### src/rtl/riscv_pkg.sv
// Shared types for the instruction/data memory arbiter: FSM states, owner
// encodings and the byte-enable width helper.
package riscv_pkg;

    typedef enum logic [1:0] {
        RISCV_ARB_IDLE    = 2'd0,
        RISCV_ARB_REQ     = 2'd1,
        RISCV_ARB_WAIT_RD = 2'd2
    } arb_state_t;

    typedef enum logic {
        RISCV_ARB_OWN_FETCH = 1'b0,
        RISCV_ARB_OWN_DATA  = 1'b1
    } arb_owner_t;

    function automatic int unsigned riscv_be_width(input int unsigned data_width);
        return data_width / 8;
    endfunction

endpackage

### src/rtl/riscv_mem_arbiter_if.sv
// Core fetch/data ports plus the shared memory port of the arbiter.
// slave is the arbiter's view; master is the core/memory environment's view.
interface riscv_mem_arbiter_if #(
    parameter int unsigned MP_DATA_WIDTH = 32,
    parameter int unsigned MP_ADDR_WIDTH = 32
);
    localparam int unsigned BW = riscv_pkg::riscv_be_width(MP_DATA_WIDTH);

    logic                     ifetch_req;
    logic [MP_ADDR_WIDTH-1:0] ifetch_addr;
    logic                     ofetch_gnt;
    logic                     ofetch_rvalid;
    logic [MP_DATA_WIDTH-1:0] ofetch_rdata;

    logic                     idata_req;
    logic                     idata_we;
    logic [BW-1:0]            idata_be;
    logic [MP_ADDR_WIDTH-1:0] idata_addr;
    logic [MP_DATA_WIDTH-1:0] idata_wdata;
    logic                     odata_gnt;
    logic                     odata_rvalid;
    logic [MP_DATA_WIDTH-1:0] odata_rdata;

    logic                     oerr;

    logic                     omem_req;
    logic                     omem_we;
    logic [BW-1:0]            omem_be;
    logic [MP_ADDR_WIDTH-1:0] omem_addr;
    logic [MP_DATA_WIDTH-1:0] omem_wdata;
    logic                     imem_gnt;
    logic                     imem_rvalid;
    logic [MP_DATA_WIDTH-1:0] imem_rdata;

    modport slave (
        input  ifetch_req, ifetch_addr,
        output ofetch_gnt, ofetch_rvalid, ofetch_rdata,
        input  idata_req, idata_we, idata_be, idata_addr, idata_wdata,
        output odata_gnt, odata_rvalid, odata_rdata,
        output oerr,
        output omem_req, omem_we, omem_be, omem_addr, omem_wdata,
        input  imem_gnt, imem_rvalid, imem_rdata
    );

    modport master (
        output ifetch_req, ifetch_addr,
        input  ofetch_gnt, ofetch_rvalid, ofetch_rdata,
        output idata_req, idata_we, idata_be, idata_addr, idata_wdata,
        input  odata_gnt, odata_rvalid, odata_rdata,
        input  oerr,
        input  omem_req, omem_we, omem_be, omem_addr, omem_wdata,
        output imem_gnt, imem_rvalid, imem_rdata
    );

endinterface

### src/rtl/riscv_arb_select.sv
// Winner selection between fetch and data requesters, with a consecutive
// data-grant counter that hands the next slot to a waiting fetch.
module riscv_arb_select
    import riscv_pkg::*;
#(
    parameter int unsigned MP_DATA_MAX_CONSEC = 4
) (
    input  logic       iclk,
    input  logic       irstn,
    input  logic       ifetch_req,
    input  logic       idata_req,
    input  logic       itake,
    output arb_owner_t oowner
);
    localparam int unsigned CW = (MP_DATA_MAX_CONSEC < 1) ? 1 : $clog2(MP_DATA_MAX_CONSEC + 1);
    localparam logic [CW-1:0] CMAX = CW'(MP_DATA_MAX_CONSEC);

    logic [CW-1:0] consec_q;

    always_comb begin
        oowner = RISCV_ARB_OWN_DATA;
        if (ifetch_req && (!idata_req || consec_q == CMAX))
            oowner = RISCV_ARB_OWN_FETCH;
    end

    // Any cycle without a waiting fetch resets the fairness window.
    always_ff @(posedge iclk or negedge irstn) begin
        if (!irstn) begin
            consec_q <= '0;
        end else if (!ifetch_req) begin
            consec_q <= '0;
        end else if (itake) begin
            if (oowner == RISCV_ARB_OWN_FETCH)
                consec_q <= '0;
            else if (consec_q != CMAX)
                consec_q <= consec_q + 1'b1;
        end
    end

endmodule

### src/rtl/riscv_mem_arbiter.sv
// Single-port memory arbiter between core fetch and data ports: one
// outstanding transaction, data priority with fetch fairness, and a timeout abort.
module riscv_mem_arbiter
    import riscv_pkg::*;
#(
    parameter int unsigned MP_DATA_WIDTH      = 32,
    parameter int unsigned MP_ADDR_WIDTH      = 32,
    parameter int unsigned MP_DATA_MAX_CONSEC = 4,
    parameter int unsigned MP_TIMEOUT         = 255
) (
    input logic                iclk,
    input logic                irstn,
    riscv_mem_arbiter_if.slave bus
);
    localparam int unsigned BW   = riscv_be_width(MP_DATA_WIDTH);
    localparam logic [7:0]  TMAX = 8'(MP_TIMEOUT);

    arb_state_t               state_q, state_d;
    arb_owner_t               owner_q, sel_owner;
    logic                     mem_we_q;
    logic [BW-1:0]            mem_be_q;
    logic [MP_ADDR_WIDTH-1:0] mem_addr_q;
    logic [MP_DATA_WIDTH-1:0] mem_wdata_q;
    logic [7:0]               tmo_q;

    logic                     any_req, take, timeout;
    logic                     mem_req, gnt, rvalid, err;
    logic [MP_DATA_WIDTH-1:0] rdata;

    assign any_req = bus.ifetch_req | bus.idata_req;
    assign take    = (state_q == RISCV_ARB_IDLE) && any_req;
    assign timeout = (tmo_q == TMAX);

    riscv_arb_select #(
        .MP_DATA_MAX_CONSEC(MP_DATA_MAX_CONSEC)
    ) u_select (
        .iclk       (iclk),
        .irstn      (irstn),
        .ifetch_req (bus.ifetch_req),
        .idata_req  (bus.idata_req),
        .itake      (take),
        .oowner     (sel_owner)
    );

    always_comb begin
        state_d = state_q;
        mem_req = 1'b0;
        gnt     = 1'b0;
        rvalid  = 1'b0;
        err     = 1'b0;
        rdata   = '0;
        unique case (state_q)
            RISCV_ARB_IDLE: begin
                if (any_req)
                    state_d = RISCV_ARB_REQ;
            end
            RISCV_ARB_REQ: begin
                // Abort wins over a same-cycle memory grant: the request is already withdrawn.
                if (timeout) begin
                    gnt     = 1'b1;
                    rvalid  = !mem_we_q;
                    err     = 1'b1;
                    state_d = RISCV_ARB_IDLE;
                end else begin
                    mem_req = 1'b1;
                    if (bus.imem_gnt) begin
                        gnt     = 1'b1;
                        state_d = mem_we_q ? RISCV_ARB_IDLE : RISCV_ARB_WAIT_RD;
                    end
                end
            end
            RISCV_ARB_WAIT_RD: begin
                if (bus.imem_rvalid) begin
                    rvalid  = 1'b1;
                    rdata   = bus.imem_rdata;
                    state_d = RISCV_ARB_IDLE;
                end else if (timeout) begin
                    rvalid  = 1'b1;
                    err     = 1'b1;
                    state_d = RISCV_ARB_IDLE;
                end
            end
            default: state_d = RISCV_ARB_IDLE;
        endcase
    end

    always_ff @(posedge iclk or negedge irstn) begin
        if (!irstn) begin
            state_q     <= RISCV_ARB_IDLE;
            owner_q     <= RISCV_ARB_OWN_FETCH;
            mem_we_q    <= 1'b0;
            mem_be_q    <= '0;
            mem_addr_q  <= '0;
            mem_wdata_q <= '0;
            tmo_q       <= '0;
        end else begin
            state_q <= state_d;
            if (state_d != state_q)
                tmo_q <= '0;
            else if (state_q != RISCV_ARB_IDLE && tmo_q != 8'hFF)
                tmo_q <= tmo_q + 8'd1;
            if (take) begin
                owner_q <= sel_owner;
                if (sel_owner == RISCV_ARB_OWN_FETCH) begin
                    mem_we_q    <= 1'b0;
                    mem_be_q    <= '1;
                    mem_addr_q  <= bus.ifetch_addr;
                    mem_wdata_q <= '0;
                end else begin
                    mem_we_q    <= bus.idata_we;
                    mem_be_q    <= bus.idata_we ? bus.idata_be : '1;
                    mem_addr_q  <= bus.idata_addr;
                    mem_wdata_q <= bus.idata_wdata;
                end
            end
        end
    end

    assign bus.ofetch_gnt    = gnt    && (owner_q == RISCV_ARB_OWN_FETCH);
    assign bus.ofetch_rvalid = rvalid && (owner_q == RISCV_ARB_OWN_FETCH);
    assign bus.ofetch_rdata  = (owner_q == RISCV_ARB_OWN_FETCH) ? rdata : '0;
    assign bus.odata_gnt     = gnt    && (owner_q == RISCV_ARB_OWN_DATA);
    assign bus.odata_rvalid  = rvalid && (owner_q == RISCV_ARB_OWN_DATA);
    assign bus.odata_rdata   = (owner_q == RISCV_ARB_OWN_DATA) ? rdata : '0;
    assign bus.oerr          = err;
    assign bus.omem_req      = mem_req;
    assign bus.omem_we       = mem_we_q;
    assign bus.omem_be       = mem_be_q;
    assign bus.omem_addr     = mem_addr_q;
    assign bus.omem_wdata    = mem_wdata_q;

endmodule

### src/flat_wrapper.sv
// flat-port wrapper written by rule: the top's interface ports become plain ports
module riscv_mem_arbiter_flat import riscv_pkg::*;
#(
    parameter int unsigned MP_DATA_WIDTH      = 32,
    parameter int unsigned MP_ADDR_WIDTH      = 32,
    parameter int unsigned MP_DATA_MAX_CONSEC = 4,
    parameter int unsigned MP_TIMEOUT         = 255
)
  (iclk, irstn, bus_ifetch_req, bus_ifetch_addr, bus_ofetch_gnt, bus_ofetch_rvalid, bus_ofetch_rdata, bus_idata_req, bus_idata_we, bus_idata_be, bus_idata_addr, bus_idata_wdata, bus_odata_gnt, bus_odata_rvalid, bus_odata_rdata, bus_oerr, bus_omem_req, bus_omem_we, bus_omem_be, bus_omem_addr, bus_omem_wdata, bus_imem_gnt, bus_imem_rvalid, bus_imem_rdata);
  riscv_mem_arbiter_if #(.MP_DATA_WIDTH(MP_DATA_WIDTH), .MP_ADDR_WIDTH(MP_ADDR_WIDTH)) bus_i ();
  input logic iclk;
  input logic irstn;
  input wire logic [$bits(bus_i.ifetch_req)-1:0] bus_ifetch_req;
  input wire logic [$bits(bus_i.ifetch_addr)-1:0] bus_ifetch_addr;
  output wire logic [$bits(bus_i.ofetch_gnt)-1:0] bus_ofetch_gnt;
  output wire logic [$bits(bus_i.ofetch_rvalid)-1:0] bus_ofetch_rvalid;
  output wire logic [$bits(bus_i.ofetch_rdata)-1:0] bus_ofetch_rdata;
  input wire logic [$bits(bus_i.idata_req)-1:0] bus_idata_req;
  input wire logic [$bits(bus_i.idata_we)-1:0] bus_idata_we;
  input wire logic [$bits(bus_i.idata_be)-1:0] bus_idata_be;
  input wire logic [$bits(bus_i.idata_addr)-1:0] bus_idata_addr;
  input wire logic [$bits(bus_i.idata_wdata)-1:0] bus_idata_wdata;
  output wire logic [$bits(bus_i.odata_gnt)-1:0] bus_odata_gnt;
  output wire logic [$bits(bus_i.odata_rvalid)-1:0] bus_odata_rvalid;
  output wire logic [$bits(bus_i.odata_rdata)-1:0] bus_odata_rdata;
  output wire logic [$bits(bus_i.oerr)-1:0] bus_oerr;
  output wire logic [$bits(bus_i.omem_req)-1:0] bus_omem_req;
  output wire logic [$bits(bus_i.omem_we)-1:0] bus_omem_we;
  output wire logic [$bits(bus_i.omem_be)-1:0] bus_omem_be;
  output wire logic [$bits(bus_i.omem_addr)-1:0] bus_omem_addr;
  output wire logic [$bits(bus_i.omem_wdata)-1:0] bus_omem_wdata;
  input wire logic [$bits(bus_i.imem_gnt)-1:0] bus_imem_gnt;
  input wire logic [$bits(bus_i.imem_rvalid)-1:0] bus_imem_rvalid;
  input wire logic [$bits(bus_i.imem_rdata)-1:0] bus_imem_rdata;
  assign bus_i.ifetch_req = bus_ifetch_req;
  assign bus_i.ifetch_addr = bus_ifetch_addr;
  assign bus_ofetch_gnt = bus_i.ofetch_gnt;
  assign bus_ofetch_rvalid = bus_i.ofetch_rvalid;
  assign bus_ofetch_rdata = bus_i.ofetch_rdata;
  assign bus_i.idata_req = bus_idata_req;
  assign bus_i.idata_we = bus_idata_we;
  assign bus_i.idata_be = bus_idata_be;
  assign bus_i.idata_addr = bus_idata_addr;
  assign bus_i.idata_wdata = bus_idata_wdata;
  assign bus_odata_gnt = bus_i.odata_gnt;
  assign bus_odata_rvalid = bus_i.odata_rvalid;
  assign bus_odata_rdata = bus_i.odata_rdata;
  assign bus_oerr = bus_i.oerr;
  assign bus_omem_req = bus_i.omem_req;
  assign bus_omem_we = bus_i.omem_we;
  assign bus_omem_be = bus_i.omem_be;
  assign bus_omem_addr = bus_i.omem_addr;
  assign bus_omem_wdata = bus_i.omem_wdata;
  assign bus_i.imem_gnt = bus_imem_gnt;
  assign bus_i.imem_rvalid = bus_imem_rvalid;
  assign bus_i.imem_rdata = bus_imem_rdata;
  riscv_mem_arbiter #(.MP_DATA_WIDTH(MP_DATA_WIDTH), .MP_ADDR_WIDTH(MP_ADDR_WIDTH), .MP_DATA_MAX_CONSEC(MP_DATA_MAX_CONSEC), .MP_TIMEOUT(MP_TIMEOUT)) u_core (.iclk(iclk), .irstn(irstn), .bus(bus_i));
endmodule
### config.mk
export PLATFORM = sky130hd
export DESIGN_NAME = riscv_mem_arbiter_flat
export DESIGN_NICKNAME = d
export VERILOG_FILES = /design/src/rtl/riscv_pkg.sv /design/src/rtl/riscv_mem_arbiter_if.sv /design/src/rtl/riscv_arb_select.sv /design/src/rtl/riscv_mem_arbiter.sv /design/src/flat_wrapper.sv
export SDC_FILE = /design/constraint.sdc
export NUM_CORES = 1
export LEC_CHECK = 0
export CAP_MARGIN = 20
export CORE_AREA = 2 2 109 111
export DETAILED_ROUTE_END_ITERATION = 10
export DIE_AREA = 0 0 111 113
export DONT_BUFFER_PORTS = 1
export GPL_TIMING_DRIVEN = 0
export PLACE_DENSITY = 0.61
export RECOVER_POWER = 50
export SLEW_MARGIN = 0
export SYNTH_ARGS = -nofsm -noshare
export SYNTH_HDL_FRONTEND = slang
export SYNTH_SLANG_ARGS = --single-unit
### constraint.sdc
create_clock -name iclk -period 2.9 [get_ports iclk]
set_clock_uncertainty 0.2 [all_clocks]
set_input_delay 0.29 -clock iclk [delete_from_list [all_inputs] [get_ports iclk]]
set_output_delay 0.29 -clock iclk [all_outputs]
set_load 0.005 [all_outputs]
# Word-level counts from Yosys, hierarchy flattened
# Index checks and enable logic that the tools add are counted.
[word_totals]
rom_bits = 0
regBits = 83
latchBits = 0
n_memories = 0
in_bits = 139
out_inout_bits = 139
ram_bits = 0
[classes]
muxes = 34
n_reduce_logical = 14
addsub = 2
shift = 0
magnitude_cmp = 0
bitwise = 2
n_eq_ne = 9
n_mul = 0
div_mod_pow = 0
[ops]
columns = ["op", "n"]
rows = [
  ["32-bit two-way mux", 6],
  ["8-bit two-way mux", 2],
  ["2-bit two-way mux", 6],
  ["3-bit two-way mux", 4],
  ["1-bit two-way mux", 11],
  ["8-bit by 1-bit adder with 8-bit output, second input constant", 1],
  ["8-bit equality test, second input constant", 1],
  ["4-bit two-way mux", 2],
  ["8-bit inequality test, second input constant", 1],
  ["1-bit logical AND", 7],
  ["2-bit one-hot mux with 3 select lines", 1],
  ["1-bit one-hot mux with 2 select lines", 2],
  ["2-bit nonzero test", 2],
  ["3-bit by 1-bit adder with 3-bit output, second input constant", 1],
  ["3-bit equality test, second input constant", 1],
  ["3-bit by 1-bit inequality test with 1-bit output, second input constant", 1],
  ["3-bit inequality test, second input constant", 1],
  ["2-bit by 1-bit equality test with 1-bit output, second input constant", 1],
  ["2-bit equality test, second input constant", 1],
  ["1-bit zero test", 2],
  ["2-bit zero test", 1],
  ["2-bit by 1-bit inequality test with 1-bit output, second input constant", 1],
  ["2-bit inequality test", 1],
  ["2-bit AND reduction", 1],
  ["3 further kinds", 3],
]

# Logic depth before layout (Yosys ltp)
[depth]
word_depth = 6
ltp_mapped = 8
mapped_depth_nobuf = 7

# By module
# Synthesis repeated with hierarchy kept, for this count alone.
[unflattened]
hier_cells = 480
area_unflattened_um2 = 4357.9
[by_module_without_submodules]
columns = ["module", "area_per_inst_um2", "cells_per_inst", "instances"]
rows = [
  ["riscv_mem_arbiter", 4162.7, 460, 1],
  ["riscv_arb_select", 195.2, 20, 1],
]

# Least setup slack after synthesis
# No wires, ideal clock.
[synth_path]
kind = "register to register"
from = "register u_core.state_q[0]"
to = "register u_core.tmo_q[4]"
t_required_ps = 2566
synth_period_minus_slack_ps = 1896
path_slack_ps = 1004
t_arrival_ps = 1561
path_stages_with_launch = 8
cell_sequence = "dfrtp_1 -> inv_1 -> ha_1 -> buf_2 -> nor2b_1 -> nand3_1 -> a311oi_1 -> a211oi_2"
[synth_via]
elab_chain_cells = 5
elab_cells_between_ends = 14
[synth_rtl]
columns = ["item", "line", "rtl"]
rows = [
  ["from (decl)", "riscv_mem_arbiter.sv:18", "arb_state_t state_q, state_d;"],
  ["from (signal assigned)", "riscv_mem_arbiter.sv:97", "state_q <= state_d;"],
  ["2-bit two-way mux (on tied branches)", "riscv_mem_arbiter.sv:77, riscv_mem_arbiter.sv:66", ""],
  ["2-bit two-way mux (on tied branches)", "riscv_mem_arbiter.sv:73, riscv_mem_arbiter.sv:59", ""],
  ["2-bit one-hot mux with 3 select lines", "riscv_mem_arbiter.sv:52", "unique case (state_q)"],
  ["2-bit inequality test", "riscv_mem_arbiter.sv:98", "if (state_d != state_q)"],
  ["8-bit two-way mux or 2-bit nonzero test (tied branches)", "n/a", ""],
  ["to (signal assigned)", "riscv_mem_arbiter.sv:101", "tmo_q <= tmo_q + 8'd1;"],
  ["to (decl)", "riscv_mem_arbiter.sv:24", "logic [7:0] tmo_q;"],
]
# Several ways; a longest one is shown, not always the timed one.
# A chain may end at the register's enable or synchronous reset.

# Worst setup path after layout
[layout_path]
from = "register u_core.u_select.consec_q[0]"
to = "register u_core.mem_addr_q[13] (netlist: u_core.bus.omem_addr[13])"
[layout_via]
elab_chain_cells = 4
[layout_rtl]
columns = ["item", "line", "rtl"]
rows = [
  ["from (decl)", "riscv_arb_select.sv:18", "logic [CW-1:0] consec_q;"],
  ["from (signal assigned)", "riscv_arb_select.sv:36", "consec_q <= consec_q + 1'b1;"],
  ["3-bit equality test", "riscv_arb_select.sv:22", "if (ifetch_req && (!idata_req || consec_q == CMAX))"],
  ["1-bit logical OR", "riscv_arb_select.sv:22", ""],
  ["1-bit logical AND", "riscv_arb_select.sv:22", ""],
  ["32-bit two-way mux", "riscv_mem_arbiter.sv:104", "if (sel_owner == RISCV_ARB_OWN_FETCH) begin"],
  ["to (signal assigned)", "riscv_mem_arbiter.sv:107", "mem_addr_q <= bus.ifetch_addr;"],
  ["to (signal assigned)", "riscv_mem_arbiter.sv:112", "mem_addr_q <= bus.idata_addr;"],
  ["to (decl)", "riscv_mem_arbiter.sv:22", "logic [MP_ADDR_WIDTH-1:0] mem_addr_q;"],
]
# No other way between the ends.

==> impl_metrics.yaml <==
status:
  status: "finished, violations left"
  failed_checks: "capacitance limit, slew limit"
global_routing:
  grt_pass1_vias: 4339
  grt_usage: 0.237
  grt_overflow: 0
  grt_pass1_wl_mm: 23.1
  antenna_found_initial: 2
  grt_max_degree: 84
timing:
  slew_viol_final: 84
  hold_violations: 0
  rsz0062_at_grt: "no"
  layout_min_cycle_time_ns: 2.62
  timing.fmax_ghz: 0.382
  finalSetupViolCount: 0
  post-route-period-util: 0.904
  setup_tns_ns: 0
  relSlewSlack: -0.224
  worst_pin_slew_ns: 1.84
worst_setup_path:
  cp_cell_sequence: "inv_1 -> ha_1 -> a21bo_2 -> nand2_1 -> buf_4 -> mux2i_1 -> dlygate4sd3_1 -> o21ai_0"
  cp_slowest_cell: "dlygate4sd3_1"
  critical_path.top_delay_family: "buffers and inverters"
  crit_arrival_ns: 2.62
  crit_type: "reg -> reg"
  critPathMaxStageDelay_ns: 0.59
  critical_path.startpoint_type: "flip-flop"
  cp_max_fo: 10
  critPathBufInv: 3
  cp-end-kind: "flip-flop"
  cp.required_ns: 2.90
  r2r_slack_ns: 0.28
yosys:
  synth_warnings: 0
  avgSynthCellArea_um2: 8.99
  ys_ff_latch: 83
  synth_edf_count: 0
  synth.distinct_cells: 41
  netlist_instances: 484
  synth_ff_type: "dfrtp_1"
  netlist_area_um2: 4350
  synth_top_area_frac: 0.477
  async_reset_ff_frac: 1.00
  synth_nets: 630
  synth_top_cell_by_area: "dfrtp_1"
  ys_seq_area_frac: 0.477
  ys_top_cells_by_area: "dfrtp_1, nand2_1, and2_1"
power_and_ir_drop:
  p_clk_frac: 0.247
  power_frac_comb: 0.330
  ir_drop_uv: 494
  p_sw_frac: 0.390
  intPower_mw: 3.06
  switching_power_mw: 1.95
  pwr-share-seq: 0.423
  p_per_area_nw_per_um2: 857
  p_leak_nw: 2.75
clocking:
  clkSinkCount: 83
  clk_latency_ns: 0.33
  cts_resized: 0
  cts_buffer_depth: 2
  cts-root-buf: "clkbuf_16"
  cts_max_level: 3
  cts_tree: "yes"
  numCtsBuffers: 9
  cts_hold_buf: 99
  path_clk_slew_ns: 0.06
  postCtsSetupBuffers: 0
route:
  drtAntennaViolNets: 0
  route.detailed.drc: 0
  vias_per_cell: 5.38
  drt_iter0_markers: 192
  wl_per_cell_um: 20.0
  first_pass_iters: 4
  routed_wl_mm: 14.9
  vias: 4005
floorplan:
  die_x_um: 111
  start_util: 0.386
  fp.dieH_um: 113
  rows: 39
  core-area_um2: 11300
  ios: 278
  dieArea_um2: 12500
layout:
  fill_cells: 987
  drive_gt1_frac: 0.0718
  fin_cells: 745
  nets: 740
  syn_to_final_growth_pct: 34.3
place:
  dpl.hpwl_mm: 10.1
  gp_congestion: 0.773
  numPlacedInstances: 627
  portBuffers: 0
worst_hold_path:
  worstHoldPathType: "in -> reg"
run:
  drv_cap: 1
routing by layer:
layer  wire, µm  part of all wire  track usage
met1       4800              0.32        0.223
met2       8260              0.55        0.454
met3       1320             0.089       0.0750
met4        536             0.036        0.133
met5          0                 0            0
sequential cells by signal, summed over array words and instances (netlist names):
register,cells
u_core.bus.omem_we,1
u_core.owner_q,1
u_core.bus.omem_be,4
u_core.bus.omem_addr,32
u_core.tmo_q,8
u_core.u_select.consec_q,3
u_core.bus.omem_wdata,32
u_core.state_q,2
path summary, 6_finish.rpt:
kind | start | depth (start not counted) | to
max in group asynchronous | irstn | 2 | u_core.bus.omem_addr[1]$_DFFE_PN0P_
max reg2reg | u_core.u_select.consec_q[0]$_DFFE_PN0P_ | 8 | u_core.bus.omem_addr[13]$_DFFE_PN0P_
max | u_core.u_select.consec_q[0]$_DFFE_PN0P_ | 8 | u_core.bus.omem_addr[13]$_DFFE_PN0P_
min reg2reg | u_core.bus.omem_wdata[6]$_DFFE_PN0P_ | 2 | u_core.bus.omem_wdata[6]$_DFFE_PN0P_
min | bus_idata_addr[26] | 2 | u_core.bus.omem_addr[26]$_DFFE_PN0P_
min in group asynchronous | irstn | 2 | u_core.bus.omem_wdata[7]$_DFFE_PN0P_
cell usage after synthesis, types with 3 or more instances:
cell type / n
a21oi_1: 5
and2_1: 67
buf_2: 9
buf_4: 5
clkbuf_1: 14
dfrtp_1: 83
ha_1: 7
inv_1: 9
mux2i_1: 33
nand2_1: 112
nand3_1: 3
nor2_1: 20
nor2b_1: 5
nor3_1: 3
nor3_2: 3
o21ai_0: 78
per-stage QoR:
stage	instance area (µm²)	power, mW	util	hold WS, ns	worst slack [ns]
floorplan	4350	3.09	-	-0.206	1.00
finish	5850	5.01	0.519	0.0128	0.279
CTS	5860	4.99	0.520	0.00103	0.297
global route	5850	5.37	0.519	0.0391	0.0796
global placement	4530	3.52	0.402	-0.204	0.644
detailed placement	4530	3.60	0.402	-0.204	0.589
power groups by stage:
stage | combinational (mW) | sequential, mW | clock (mW)
2_1_floorplan | 1.12 | 1.97 | 0
3_3_place_gp | 1.41 | 2.12 | 0
3_5_place_dp | 1.48 | 2.12 | 0
4_1_cts | 1.63 | 2.11 | 1.26
5_1_grt | 1.88 | 2.18 | 1.31
6_report | 1.65 | 2.12 | 1.24
cell type report:
| cell class | count | area (µm²) | share of cell area |
|---|---|---|---|
| clock inverters | 4 | 73.8 | 0.0126 |
| inverters | 9 | 33.8 | 0.00578 |
| clock buffers | 12 | 246 | 0.0422 |
| multi-input cells | 363 | 2100 | 0.360 |
| diodes | 3 | 7.51 | 0.00128 |
| plain buffers | 29 | 139 | 0.0238 |
| repair buffers | 99 | 986 | 0.169 |
| well taps | 143 | 179 | 0.0306 |
| flip-flops and latches | 83 | 2080 | 0.355 |
placed cells by master (no fill, tap or decap), types with 2 or more instances in the layout:
cell           count
o32ai_2            2
nor3_1             3
nor2_1            20
mux2i_1           33
a21oi_1            5
and3_1             2
and2_1            67
nor2b_1            5
nand2_1          112
nand3_1            3
dlygate4sd3_1     98
clkbuf_1          16
diode_2            3
clkbuf_16          9
buf_2             10
bufinv_16          2
ha_1               7
o21ai_0           78
buf_4              5
dfrtp_1           83
nor3b_1            2
nor3_2             3
inv_1              9
kinds of logic (layout without fill, tap and decap cells):
logic type,Yosys count,in the layout,share of synthesized area
other,0,3,0
and+or+nand+nor,226,226,0.254
DFF,83,83,0.477
xor gates and xnor gates,1,1,0.00201
adders and majority gates,7,7,0.0201
buffers and inverters,38,153,0.0397
muxes,34,34,0.0785
AOI/OAI and AO/OA,95,95,0.128
Note: power is estimated with default switching activity, not from simulation.
